`src/rtl/operand_addr_seq_pkg.sv`:
```
// operand_addr_seq_pkg
//   Constants shared by the addressing-mode sequencer and its neighbours.
//   This package contains the following items:
//   - Addressing-mode codes: IMP=0 .. INDY=10. Codes 11..15 are unused.
//   - address_select codes that are driven to address_mux.
//   - The sequencer FSM state encoding.
//   - Two helpers:
//     - sanitize_mode maps an unknown mode code to IMP.
//     - select_for gives the address_select value that belongs to each state.
package operand_addr_seq_pkg;

  localparam logic [3:0] MODE_IMP  = 4'd0;
  localparam logic [3:0] MODE_IMM  = 4'd1;
  localparam logic [3:0] MODE_ZP   = 4'd2;
  localparam logic [3:0] MODE_ZPX  = 4'd3;
  localparam logic [3:0] MODE_ZPY  = 4'd4;
  localparam logic [3:0] MODE_ABS  = 4'd5;
  localparam logic [3:0] MODE_ABSX = 4'd6;
  localparam logic [3:0] MODE_ABSY = 4'd7;
  localparam logic [3:0] MODE_IND  = 4'd8;
  localparam logic [3:0] MODE_INDX = 4'd9;
  localparam logic [3:0] MODE_INDY = 4'd10;

  localparam logic [2:0] SEL_PC          = 3'b000; // PC
  localparam logic [2:0] SEL_ZP_DIR      = 3'b001; // 00:dirl
  localparam logic [2:0] SEL_DIR         = 3'b010; // dirh:dirl
  localparam logic [2:0] SEL_ZP_INDIR    = 3'b011; // 00:indirl
  localparam logic [2:0] SEL_ZP_INDIR_P1 = 3'b100; // 00:(indirl+1), wraps in page zero
  localparam logic [2:0] SEL_INDIR       = 3'b101; // indirh:indirl
  localparam logic [2:0] SEL_INDIR_P1    = 3'b110; // indirh:indirl + 1, full 16-bit

  typedef enum logic [2:0] {
    ST_IDLE     = 3'd0,
    ST_FETCH_LO = 3'd1,
    ST_FETCH_HI = 3'd2,
    ST_PTR_LO   = 3'd3,
    ST_PTR_HI   = 3'd4,
    ST_FIX      = 3'd5,
    ST_READY    = 3'd6
  } state_t;

  function automatic logic [3:0] sanitize_mode(input logic [3:0] m);
    return (m > MODE_INDY) ? MODE_IMP : m;
  endfunction

  function automatic logic [2:0] select_for(input state_t st, input logic [3:0] m);
    logic [2:0] sel;
    sel = SEL_PC;
    case (st)
      ST_PTR_LO: sel = (m == MODE_IND) ? SEL_INDIR : SEL_ZP_INDIR;
      ST_PTR_HI: sel = (m == MODE_IND) ? SEL_INDIR_P1 : SEL_ZP_INDIR_P1;
      ST_FIX:    sel = SEL_DIR;
      ST_READY: begin
        if (m == MODE_IMP || m == MODE_IMM) begin
          sel = SEL_PC;
        end else if (m == MODE_ZP || m == MODE_ZPX || m == MODE_ZPY) begin
          sel = SEL_ZP_DIR;
        end else begin
          sel = SEL_DIR;
        end
      end
      default: sel = SEL_PC;
    endcase
    return sel;
  endfunction

endpackage

```
`src/rtl/operand_addr_seq_index.sv`:
```
// index_adder
//   This module is an 8-bit adder with carry in and carry out.
//   The sequencer uses it for two adds:
//   - the low-byte index add;
//   - the high-byte carry fold.
// Ports
//   a, b  in   8  addends
//   cin   in   1  carry in
//   sum   out  8  (a + b + cin) mod 256
//   cout  out  1  carry out of bit 7
module index_adder (
  input  logic [7:0] a,
  input  logic [7:0] b,
  input  logic       cin,
  output logic [7:0] sum,
  output logic       cout
);

  assign {cout, sum} = {1'b0, a} + {1'b0, b} + {8'h00, cin};

endmodule

```
`src/rtl/operand_addr_seq.sv`:
```
// operand_addr_seq
//   This block is the addressing-mode sequencer of the 6502 core. It sits directly upstream of address_mux.
//   After decode it performs the operand fetch cycles and the pointer fetch cycles for the addressing mode.
//   It latches the fetched bytes and applies X or Y indexing.
//   It then holds the effective-address select until the execute stage acknowledges it.
//
// Configuration macro: PAGE_CROSS_PENALTY_EN
//   - When defined, an indexed add that carries into the high byte costs one extra FIX cycle.
//     During FIX the un-carried address (the dummy read of the wrong page) is presented with select 010.
//     The high byte is incremented at the end of that cycle.
//   - When undefined, the carry is folded into the high byte in the same cycle that latches it.
//
// Ports
//   clk, rst_n       clock, asynchronous active-low reset
//   start            in   new instruction from decode; sampled only in IDLE
//   mode[3:0]        in   addressing mode (IMP..INDY, codes 11..15 act as IMP)
//   data_in[7:0]     in   read data for the address presented this cycle
//   x_reg, y_reg     in   index registers
//   ack              in   execute consumed the effective address; honoured only in READY
//   address_select   out  address_mux select for the current cycle
//   dirl, dirh       out  effective-address bytes
//   indirl, indirh   out  pointer bytes
//   pc_inc           out  advance PC past the byte fetched this cycle
//   busy             out  high in every state but IDLE
//   done             out  high in READY
//   page_cross       out  the indexed low-byte add carried (ABSX/ABSY/INDY); held until IDLE
//   state_dbg        out  current FSM state, for observation only
//
// Handshake:
//   - start is a request that is taken only when the block is IDLE. Any start seen while busy is ignored.
//   - done acts as "valid" for the effective address.
//   - ack is the consumer's "ready". The address is consumed on the clock edge where done and ack are both high.
//   - ack is ignored at any other time.
module operand_addr_seq
  import operand_addr_seq_pkg::*;
(
  input  logic       clk,
  input  logic       rst_n,
  input  logic       start,
  input  logic [3:0] mode,
  input  logic [7:0] data_in,
  input  logic [7:0] x_reg,
  input  logic [7:0] y_reg,
  input  logic       ack,
  output logic [2:0] address_select,
  output logic [7:0] dirl,
  output logic [7:0] dirh,
  output logic [7:0] indirl,
  output logic [7:0] indirh,
  output logic       pc_inc,
  output logic       busy,
  output logic       done,
  output logic       page_cross,
  output state_t     state_dbg
);

  state_t     state;
  state_t     next_state;
  logic [3:0] mode_q;
  logic [3:0] mode_next;
  logic       pc_inc_q;

  logic [7:0] lo_idx;
  logic [7:0] lo_sum;
  logic       lo_cout;
  logic [7:0] hi_a;
  logic       hi_cin;
  logic [7:0] hi_sum;
  logic       hi_cout_unused;

  // Low-byte add: the index applies to the operand byte for ZPX/ZPY/ABSX/ABSY/INDX.
  // It applies to the pointer's low byte for INDY. Every other latch adds 0.
  always_comb begin
    lo_idx = 8'h00;
    if (state == ST_FETCH_LO) begin
      case (mode_q)
        MODE_ZPX, MODE_ABSX, MODE_INDX: lo_idx = x_reg;
        MODE_ZPY, MODE_ABSY:            lo_idx = y_reg;
        default:                        lo_idx = 8'h00;
      endcase
    end else if (state == ST_PTR_LO && mode_q == MODE_INDY) begin
      lo_idx = y_reg;
    end
  end

  index_adder u_lo_add (
    .a    (data_in),
    .b    (lo_idx),
    .cin  (1'b0),
    .sum  (lo_sum),
    .cout (lo_cout)
  );

  // High-byte add.
  // page_cross is the low-byte carry and is 0 for non-indexed modes.
  // The same adder serves FETCH_HI, PTR_HI and FIX for every mode.
  always_comb begin
    hi_a = (state == ST_FIX) ? dirh : data_in;
`ifdef PAGE_CROSS_PENALTY_EN
    hi_cin = (state == ST_FIX);
`else
    hi_cin = page_cross;
`endif
  end

  index_adder u_hi_add (
    .a    (hi_a),
    .b    (8'h00),
    .cin  (hi_cin),
    .sum  (hi_sum),
    .cout (hi_cout_unused)
  );

  always_comb begin
    next_state = state;
    mode_next  = mode_q;
    case (state)
      ST_IDLE: begin
        if (start) begin
          mode_next = sanitize_mode(mode);
          if (mode_next == MODE_IMP || mode_next == MODE_IMM) begin
            next_state = ST_READY;
          end else begin
            next_state = ST_FETCH_LO;
          end
        end
      end
      ST_FETCH_LO: begin
        case (mode_q)
          MODE_ZP, MODE_ZPX, MODE_ZPY:               next_state = ST_READY;
          MODE_ABS, MODE_ABSX, MODE_ABSY, MODE_IND:  next_state = ST_FETCH_HI;
          default:                                   next_state = ST_PTR_LO;
        endcase
      end
      ST_FETCH_HI: begin
        if (mode_q == MODE_IND) begin
          next_state = ST_PTR_LO;
`ifdef PAGE_CROSS_PENALTY_EN
        end else if (page_cross) begin
          next_state = ST_FIX;
`endif
        end else begin
          next_state = ST_READY;
        end
      end
      ST_PTR_LO: next_state = ST_PTR_HI;
      ST_PTR_HI: begin
`ifdef PAGE_CROSS_PENALTY_EN
        next_state = page_cross ? ST_FIX : ST_READY;
`else
        next_state = ST_READY;
`endif
      end
      ST_FIX:   next_state = ST_READY;
      ST_READY: if (ack) next_state = ST_IDLE;
      default:  next_state = ST_IDLE;
    endcase
  end

  // The outputs are registered from next_state. This way address_select, busy and done
  // always describe the state the block is in during the same cycle.
  always_ff @(posedge clk or negedge rst_n) begin
    if (!rst_n) begin
      state          <= ST_IDLE;
      mode_q         <= MODE_IMP;
      address_select <= SEL_PC;
      dirl           <= 8'h00;
      dirh           <= 8'h00;
      indirl         <= 8'h00;
      indirh         <= 8'h00;
      pc_inc_q       <= 1'b0;
      busy           <= 1'b0;
      done           <= 1'b0;
      page_cross     <= 1'b0;
    end else begin
      state          <= next_state;
      mode_q         <= mode_next;
      address_select <= select_for(next_state, mode_next);
      busy           <= (next_state != ST_IDLE);
      done           <= (next_state == ST_READY);
      pc_inc_q       <= (next_state == ST_FETCH_LO) || (next_state == ST_FETCH_HI);
      case (state)
        ST_IDLE: begin
          if (start) page_cross <= 1'b0;
        end
        ST_FETCH_LO: begin
          if (mode_q == MODE_IND || mode_q == MODE_INDX || mode_q == MODE_INDY) begin
            indirl <= lo_sum;
          end else begin
            dirl <= lo_sum;
          end
          if (mode_q == MODE_ABSX || mode_q == MODE_ABSY) page_cross <= lo_cout;
        end
        ST_FETCH_HI: begin
          if (mode_q == MODE_IND) begin
            indirh <= data_in;
          end else begin
            dirh <= hi_sum;
          end
        end
        ST_PTR_LO: begin
          dirl <= lo_sum;
          if (mode_q == MODE_INDY) page_cross <= lo_cout;
        end
        ST_PTR_HI: dirh <= hi_sum;
        ST_FIX:    dirh <= hi_sum;
        ST_READY: begin
          if (ack) page_cross <= 1'b0;
        end
        default: ;
      endcase
    end
  end

  // IMM consumes its operand byte at the moment execute takes it.
  // For that reason its PC advance follows ack in the same cycle, not a registered state.
  assign pc_inc    = pc_inc_q | ((state == ST_READY) && (mode_q == MODE_IMM) && ack);
  assign state_dbg = state;

endmodule
```
`config.mk`:
```
export PLATFORM = sky130hd
export DESIGN_NAME = operand_addr_seq
export DESIGN_NICKNAME = d
export VERILOG_FILES = /design/src/rtl/operand_addr_seq_pkg.sv /design/src/rtl/operand_addr_seq_index.sv /design/src/rtl/operand_addr_seq.sv
export SDC_FILE = /design/constraint.sdc
export NUM_CORES = 1
export LEC_CHECK = 0
export CAP_MARGIN = 5
export CORE_ASPECT_RATIO = 0.5
export CORE_UTILIZATION = 49
export DETAILED_ROUTE_END_ITERATION = 10
export GPL_TIMING_DRIVEN = 0
export HOLD_SLACK_MARGIN = 0.05
export PLACE_DENSITY = 0.81
export SLEW_MARGIN = 25
export SYNTH_ARGS = -nofsm -noshare
export SYNTH_HDL_FRONTEND = slang
export SYNTH_SLANG_ARGS = --single-unit
```
`constraint.sdc`:
```
create_clock -name clk -period 3.8 [get_ports clk]
set_clock_uncertainty 0.05 [all_clocks]
set_input_delay 0.76 -clock clk [delete_from_list [all_inputs] [get_ports clk]]
set_output_delay 0.76 -clock clk [all_outputs]
set_load 0.005 [all_outputs]
```
=== Yosys cells after proc, flatten, opt, wreduce, memory -nomap -nowiden ===
Index checks and enable logic that the tools add are counted.

* Bits in registers: 46
* Input bits: 32
* Output and inout bits: 42
* Logic and storage cells: 104

* $add $sub $neg: 2
* Magnitude comparators: 1
* Equal/unequal tests: 34
* Multiplexer cells: 27
* Bitwise operators: 1
* Reduce and logical (&&, ||, !) cells: 28

{| class="wikitable"
|+ Operators by type and width
! cell !! number
|-
| case mux 8 bit (2 select lines) || 3
|-
| two-way mux 8 bit || 5
|-
| == test 4 x 3 -> 1 bit (second input constant) || 5
|-
| == test 3 bit (second input constant) || 6
|-
| case mux 3 bit (6 select lines) || 1
|-
| == test 4 x 2 -> 1 bit (second input constant) || 4
|-
| == test 4 bit (second input constant) || 4
|-
| two-way mux 3 bit || 5
|-
| == test 3 x 2 -> 1 bit (second input constant) || 4
|-
| == test 4 x 1 -> 1 bit (second input constant) || 3
|-
| two-way mux 4 bit || 3
|-
| case mux 3 bit (4 select lines) || 1
|-
| adder 8 x 8 -> 9 bit || 1
|-
| adder 8 x 1 -> 8 bit || 1
|-
| zero test 4 bit || 2
|-
| logical OR 1 bit || 8
|-
| inequality test 2 bit (second input constant) || 4
|-
| AND reduction 2 bit || 4
|-
| == test 3 x 1 -> 1 bit (second input constant) || 2
|-
| two-way mux 2 bit || 3
|-
| case mux 3 bit (2 select lines) || 1
|-
| OR reduction 3 bit || 2
|-
| AND reduction 5 bit || 1
|-
| greater-than comparator 4 bit (second input constant) || 1
|-
| other kinds (11) || 19
|}

=== Logic depth before layout (Yosys ltp) ===
Gate-level depths: netlist of run 1.

* Word-level depth: 10
* Mapped depth: 16
* Mapped depth without buffers: 15

=== Cells and area by module ===
Synthesis of run 1 repeated with hierarchy kept, for this count alone.

* Cell total of the unflattened synthesis: 294
* Area, all modules: 3113.0 sq um

{| class="wikitable"
|+ Modules (own cells, without submodules)
! module !! instances !! cells each !! area each (sq um) !! sequential area each (sq um)
|-
| operand_addr_seq || 1 || 214 || 2449.8 || 1151.1
|-
| index_adder || 2 || 40 || 331.6 || 0.0
|}

=== Least setup slack after synthesis of run 1 ===
No wires, ideal clock.

* Path kind: register -> register
* Start point: register state[1], in the netlist state_dbg[1]
* End point: register page_cross
* Library setup time: 82 ps
* Arrival time: 3168 ps
* Data required time: 3668 ps
* Setup slack: 501 ps
* Stages on the path, launching flop included: 17
* Buffers on the path: 2
* Period minus slack after synthesis: 3299 ps
* Path through: dfrtp_1 -> buf_6 -> clkbuf_1 -> and3b_1 -> a21oi_1 -> a2bb2oi_1 -> nor2_1 -> a22o_1 -> ha_1 -> inv_1 -> fa_1 -> nor2b_1 -> o21ai_0 -> a21boi_0 -> o311a_1 -> o21ai_0 -> a31oi_1

* Longest elaborated chain between the ends: 7
* Elaborated cells on any way between the ends: 17
* Classes of those cells: add/sub: 1; eq/ne: 7; mux: 5; reduce/logical: 4

{| class="wikitable"
|+ RTL lines
! element !! RTL line !! source
|-
| start: declaration || operand_addr_seq.sv:57 || <nowiki>state_t state;</nowiki>
|-
| start signal: assignment || operand_addr_seq.sv:176 || <nowiki>state <= next_state;</nowiki>
|-
| == test 3 x 2 -> 1 bit || operand_addr_seq.sv:81, operand_addr_seq.sv:182 ||
|-
| logical AND 1 bit || operand_addr_seq.sv:81 || <nowiki>end else if (state == ST_PTR_LO && mode_q == MODE_INDY) begin</nowiki>
|-
| two-way mux 8 bit || operand_addr_seq.sv:81 ||
|-
| two-way mux 8 bit || operand_addr_seq.sv:75 || <nowiki>if (state == ST_FETCH_LO) begin</nowiki>
|-
| adder 8 x 8 -> 9 bit || operand_addr_seq_index.sv:19 || <nowiki>assign {cout, sum} = {1'b0, a} + {1'b0, b} + {8'h00, cin};</nowiki>
|-
| two-way mux 1 bit, on equally long branches || operand_addr_seq.sv:203, operand_addr_seq.sv:192 ||
|-
| case mux 1 bit (4 select lines) || operand_addr_seq.sv:182 || <nowiki>case (state)</nowiki>
|-
| end signal: assignment || operand_addr_seq.sv:192 || <nowiki>if (mode_q == MODE_ABSX || mode_q == MODE_ABSY) page_cross <= lo_cout;</nowiki>
|-
| end signal: assignment || operand_addr_seq.sv:203 || <nowiki>if (mode_q == MODE_INDY) page_cross <= lo_cout;</nowiki>
|-
| end: declaration || operand_addr_seq.sv:53 || <nowiki>output logic page_cross,</nowiki>
|}

Parallel ways exist; a longest one is shown, timed or not. The select of a mux whose other input is x is not followed.
A chain may end at the register's enable or synchronous reset.

=== Final worst setup path of run 1 ===
* Start point: register state[1], in the netlist state_dbg[1]
* End point: register indirl[7]

* Longest elaborated chain between the ends: 5
* Elaborated cells on any way between the ends: 7
* Classes of those cells: add/sub: 1; eq/ne: 2; mux: 2; reduce/logical: 2

{| class="wikitable"
|+ RTL lines
! element !! RTL line !! source
|-
| == test 3 x 2 -> 1 bit || operand_addr_seq.sv:81 ||
|-
| logical AND 1 bit || operand_addr_seq.sv:81 ||
|-
| two-way mux 8 bit || operand_addr_seq.sv:81 ||
|-
| two-way mux 8 bit || operand_addr_seq.sv:75 ||
|-
| adder 8 x 8 -> 9 bit || operand_addr_seq_index.sv:19 ||
|-
| end signal: assignment || operand_addr_seq.sv:188 || <nowiki>indirl <= lo_sum;</nowiki>
|-
| end: declaration || operand_addr_seq.sv:48 || <nowiki>output logic [7:0] indirl,</nowiki>
|}

Parallel ways exist; a longest one is shown, timed or not.

==> metrics.cfg, run 1 <==
[status]
status=finished with violations
violations=design-rule violations

[pwr]
ir_drop_uv=335
p_leak_nw=1.63
fin_total_pwr_mw=2.57
power.density_mw_per_mm2=671

[global_route]
grt_pass1_wl_um=12000
antenna_found_initial=0
grt_use_met2_pct=44.5
use_met1_pct=31.9
grt_use_met3_pct=5.79
grt_max_degree=29
grt_use_total_pct=25.7
grt_overflow_total=0
grt-busiest-layer=met2
grt_pass1_vias=2544

[synthesis]
synth_fp_nets=332
synth_cell_types=61
synth-seq-cells=46
yosysTopAreaCell=dfrtp_1
syn_area_mm2=0.00280
synth_flop_cell=dfrtp_1
syn-mean-instance-area_um2=9.68
synth-edff-count=0
synthCells=289
synth_top_area_share_pct=41.1
synth_seq_area_share_pct=41.1
synth_area_leaders=dfrtp_1 (41%), mux2_2 (7.6%), ha_1 (4.5%)
synth-async-reset-ratio_pct=100
synth.yosys.warnings=0

[worst_setup_path]
crit_fanout=10
r2r_slack_ps=230
worst_setup_path_end_kind=flip-flop
path_cells=buf_6, clkbuf_2, and3b_1, a21oi_1, a2bb2oi_1, nor2_4, a22o_1, ha_1, nor2b_1, o31a_1, o41ai_1, xnor2_1, mux2_2
critPathMaxStageDelay_ps=380
timing_worst_setup_path_type=reg -> reg
startpoint_type=flip-flop
cp.required_ps=3920
reg2reg_depth=13
cp_slowest_cell=dfrtp_1
rr_endpoint=indirl[7]
critical_path_arrival_ps=3690
r2r_start=state_dbg[1]

[placement]
dp.cells=437
gp_congestion=0.870
dpl.hpwl_um=5470
io_buffers=73
dp_slack_ps=-74.1
post_dp_cell_area_mm2=0.00366

[timing]
grt_setup_unrepaired=false
max_slew_margin_pct=55.0
drv_slew=0
fin_hold_ws_ps=205
setup_viol=0
tns_ps=0
finalCritPeriodShare_pct=94.0
tightest_slew_ps=666
hold_viol_final=0
max_clock_freq_ghz=0.280
min_period_ps=3570
layout_setup_ws_ps=228

[floorplan]
core_mm2=0.00549
die_h_um=55.4
ios=74
initial_core_util_pct=50.9
dieWidth_um=109
row_count=19
die_area_mm2=0.00603

[cts]
clock_sinks=46
cts_setup_buffers=0
cts_buffer_depth=2
cts.clk_slew.worst_paths_ps=70
h-tree-depth=2
cts-root-buf=clkbuf_16
cts_buffers=5
clk_latency_ps=290
tritoncts=built

[finish]
final_util_pct=69.9
final_area_mm2=0.00384
fin_cells=445
antenna_cells=0
syn_to_final_growth_pct=37.2
ff_latch_area_mm2=0.00115
final_cell_mix=clkdlybuf4s50_1 (72), dfrtp_1 (46), nand2_1 (31)
fill_cells=441
nets=414
layout_commonest_cell=clkdlybuf4s50_1
multiInputGateArea_mm2=0.00156
final_layout_size_suffix_gt1_share_pct=15.3

[drt]
first_iter_violations=78
drc_errors=1
vias=2587
drtPass1Iterations=9
detail_route.wl_per_cell_um=16.7
wl_um=7420
vias_per_cell=5.81
ant_nets=0

[hold_path]
hold_path_class=in -> async

[job]
cap_violations=0

## how the worst max path moves through the flow
| stage | startpoint | end | slack (ps) |
|---|---|---|---|
| 6_report | state_dbg[1] | indirl[7] | 230 |
| 3_5_place_dp | state_dbg[0] | page_cross | -70 |
| 5_1_grt | state_dbg[1] | page_cross | 20 |
| 4_1_cts | state_dbg[1] | page_cross | 60 |
| 3_3_place_gp | state_dbg[1] | page_cross | 30 |
| 2_1_floorplan | state_dbg[1] | page_cross | 500 |
## cell usage after synthesis, drive strengths merged (7+ instances only)
library cell and instances:
a21oi 19, a22o 8, buf 7, clkbuf 8, dfrtp 46, ha 10
inv 9, mux2 19, nand2 31, nand3 9, nor2 19, o21ai 21
## worst max-delay path, delay by kind of cell (launching register included)
family,cells,cell delay (ps)
buf+inv,2,350
xor+xnor,1,170
fa+ha+maj,1,310
mux,1,290
flops,1,380
compound gates,5,1390
simple gates,3,490
## registers in the layout (all words and copies together), names as in the netlist
| signal | flops |
|---|---|
| done | 1 |
| indirh | 8 |
| busy | 1 |
| state_dbg | 3 |
| mode_q | 4 |
| pc_inc_q | 1 |
| address_select | 3 |
| indirl | 8 |
| dirl | 8 |
| dirh | 8 |
| page_cross | 1 |
## kinds of logic after synthesis
logic type	Yosys count	share of synthesized area [%]
buf+inv	24	4.02
xor+xnor	5	1.57
fa+ha+maj	11	5.19
compound gates	83	20.8
simple gates	98	18.5
flops	46	41.1
mux	22	8.72
## timing repair
item                       in CTS  in global routing
pin swaps                       0                  0
resized for setup               2                  6
setup endpoints to repair       5                  7
hold endpoints to repair        0                  0
hold buffers                    0                  0
## per-layer routing
layer  vias to the layer above  wire length (um)
met4                         0                80
met2                        87              3710
met5                         -                 0
met3                        11               364
met1                      1265              3270
li1                       1224                 -
## where the power goes
| group | switching (mW) | leakage, nW | internal [mW] |
|---|---|---|---|
| clock | 0.190 | 0.0729 | 0.261 |
| combinational | 0.563 | 1.01 | 0.720 |
| sequential | 0.142 | 0.539 | 0.700 |
## area by class of cell
class | instances | share of cell area, %
Sequential cell | 46 | 30.0
Tap cell | 73 | 2.38
Clock inverter | 2 | 0.326
Inverter | 9 | 0.880
Multi-Input combinational cell | 219 | 40.6
Timing Repair Buffer | 75 | 20.1
Clock buffer | 6 | 3.62
Buffer | 15 | 2.09
(Power assumes the default switching activity.)
==> run 2, diff against run 1 <==
PLACE_DENSITY = 0.78   (was 0.81)
==> metrics.cfg, run 2 (same netlist as run 1, synthesis figures left out) <==
[worst_setup_path]
worst_setup_path_end_kind=flip-flop
crit_fanout=10  ; unchanged
critical_path_arrival_ps=3600  ; -90 ps
startpoint_type=flip-flop
cp.required_ps=3960  ; +40 ps
reg2reg_depth=13  ; unchanged
rr_endpoint=page_cross
r2r_start=state_dbg[0]
timing_worst_setup_path_type=reg -> reg
r2r_slack_ps=360  ; +130 ps

[timing]
tightest_slew_ps=653  ; -12.5 ps
min_period_ps=3440  ; -134 ps
max_slew_margin_pct=56.4  ; +1.5 points
grt_setup_unrepaired=false
setup_viol=0  ; unchanged
drv_slew=0  ; unchanged
hold_viol_final=0  ; unchanged
finalCritPeriodShare_pct=90.5  ; -3.5 points
tns_ps=0  ; unchanged
max_clock_freq_ghz=0.291  ; +3.9%

[cts]
cts-root-buf=clkbuf_16
tritoncts=built
clk_latency_ps=290  ; about the same
cts.clk_slew.worst_paths_ps=70  ; about the same
clock_sinks=46  ; unchanged
cts_buffers=5  ; unchanged
cts_buffer_depth=2  ; unchanged
hold_buffers=0  ; unchanged
h-tree-depth=2  ; unchanged

[global_route]
grt_max_degree=31  ; +6.9%
grt_use_total_pct=24.8  ; -0.86 points
grt_pass1_wl_um=11500  ; -4.0%
antenna_found_initial=0  ; unchanged
grt_pass1_vias=2463  ; -3.2%
grt_overflow_total=0  ; unchanged

[pwr]
ir_drop_uv=367  ; +9.5%
p_leak_nw=1.61  ; -1.1%
power.density_mw_per_mm2=670  ; -0.17%

[finish]
antenna_cells=0  ; unchanged
syn_to_final_growth_pct=35.9
final_cell_mix=clkdlybuf4s50_1 (72), dfrtp_1 (46), nand2_1 (31)
final_util_pct=69.2  ; -0.68 points
nets=413  ; -0.24%
final_layout_size_suffix_gt1_share_pct=14.8  ; -0.50 points
layout_commonest_cell=clkdlybuf4s50_1

[drt]
drtPass1Iterations=5  ; -4
first_iter_violations=103  ; +32%
ant_nets=0  ; unchanged
vias_per_cell=5.72  ; -1.7%
detail_route.wl_per_cell_um=16.3  ; -2.5%
drc_errors=0  ; -1
wl_um=7220  ; -2.7%
vias=2538  ; -1.9%

[placement]
io_buffers=73  ; unchanged
dpl.hpwl_um=5360  ; -2.1%
gp_congestion=0.885  ; +1.8%

[floorplan]
die_h_um=55.4  ; unchanged
dieWidth_um=109  ; unchanged
row_count=19  ; unchanged
initial_core_util_pct=50.9  ; unchanged
die_area_mm2=0.00603  ; unchanged
ios=74  ; unchanged
core_mm2=0.00549  ; unchanged

[status]
status=finished, final reports clean

[job]
cap_violations=0  ; unchanged

[hold_path]
hold_path_class=in -> async

## run 2: what timing repair did
item,CTS,global route
buffers inserted,0,0
gates resized for setup,2,5
endpoints found under the setup margin,5,5
## run 2: how the worst max path moves through the flow
stage	start	cells after the start	slack [ps]	to
after global routing	state_dbg[0]	13	70	page_cross
after global placement	state_dbg[1]	16	30	page_cross
after CTS	state_dbg[1]	16	70	page_cross
after floorplan	state_dbg[1]	16	500	page_cross
final	state_dbg[0]	13	360	page_cross
after detailed placement	state_dbg[1]	16	-50	page_cross
## run 2: layout make-up
cell class | instances | area, um2
Buffer | 15 | 80.1
Clock buffer | 5 | 125
Sequential cell | 46 | 1150
Inverter | 9 | 33.8
Fill cell | 432 | 1690
Multi-Input combinational cell | 219 | 1550
Clock inverter | 3 | 21.3
Tap cell | 73 | 91.3
Timing Repair Buffer | 74 | 746
## run 2: routing by layer
metal  wire (um)  GRT usage [%]  part of all wire [%]
met5           0              0                     0
met4          82           8.49                   1.1
met3         329           5.19                   4.6
met2        3580           41.6                    50
met1        3230           31.8                    45
## run 2: report_power, final
part / leakage [nW] / internal [mW] / switching, mW
clock: 0.0698 / 0.244 / 0.195
sequential: 0.539 / 0.700 / 0.141
combinational: 0.999 / 0.715 / 0.550
total: 1.61 / 1.66 / 0.886
## run 2: stage by stage
stage,power (mW),setup slack (ps),area (um2),hold slack (ps),std cells
6_report,2.55,362,3800,348,444
5_1_grt,2.71,65.2,3800,362,444
4_1_cts,2.55,65.2,3790,347,444
3_5_place_dp,2.09,-54.9,3630,424,436
3_3_place_gp,2.05,26.0,3620,417,435
2_1_floorplan,1.50,501,2800,414,289
## run 2: critical path, stage by stage, from the launching register on
cell      delay (ps)
dfrtp_1          420
clkbuf_1         350
nand2b_1         260
nor3_4           420
a22o_1           190
ha_1             210
inv_1             70
fa_1             390
nor2b_1          120
o21ai_0          100
a21boi_1         270
o311a_1          230
o21ai_0          100
a31oi_1          170
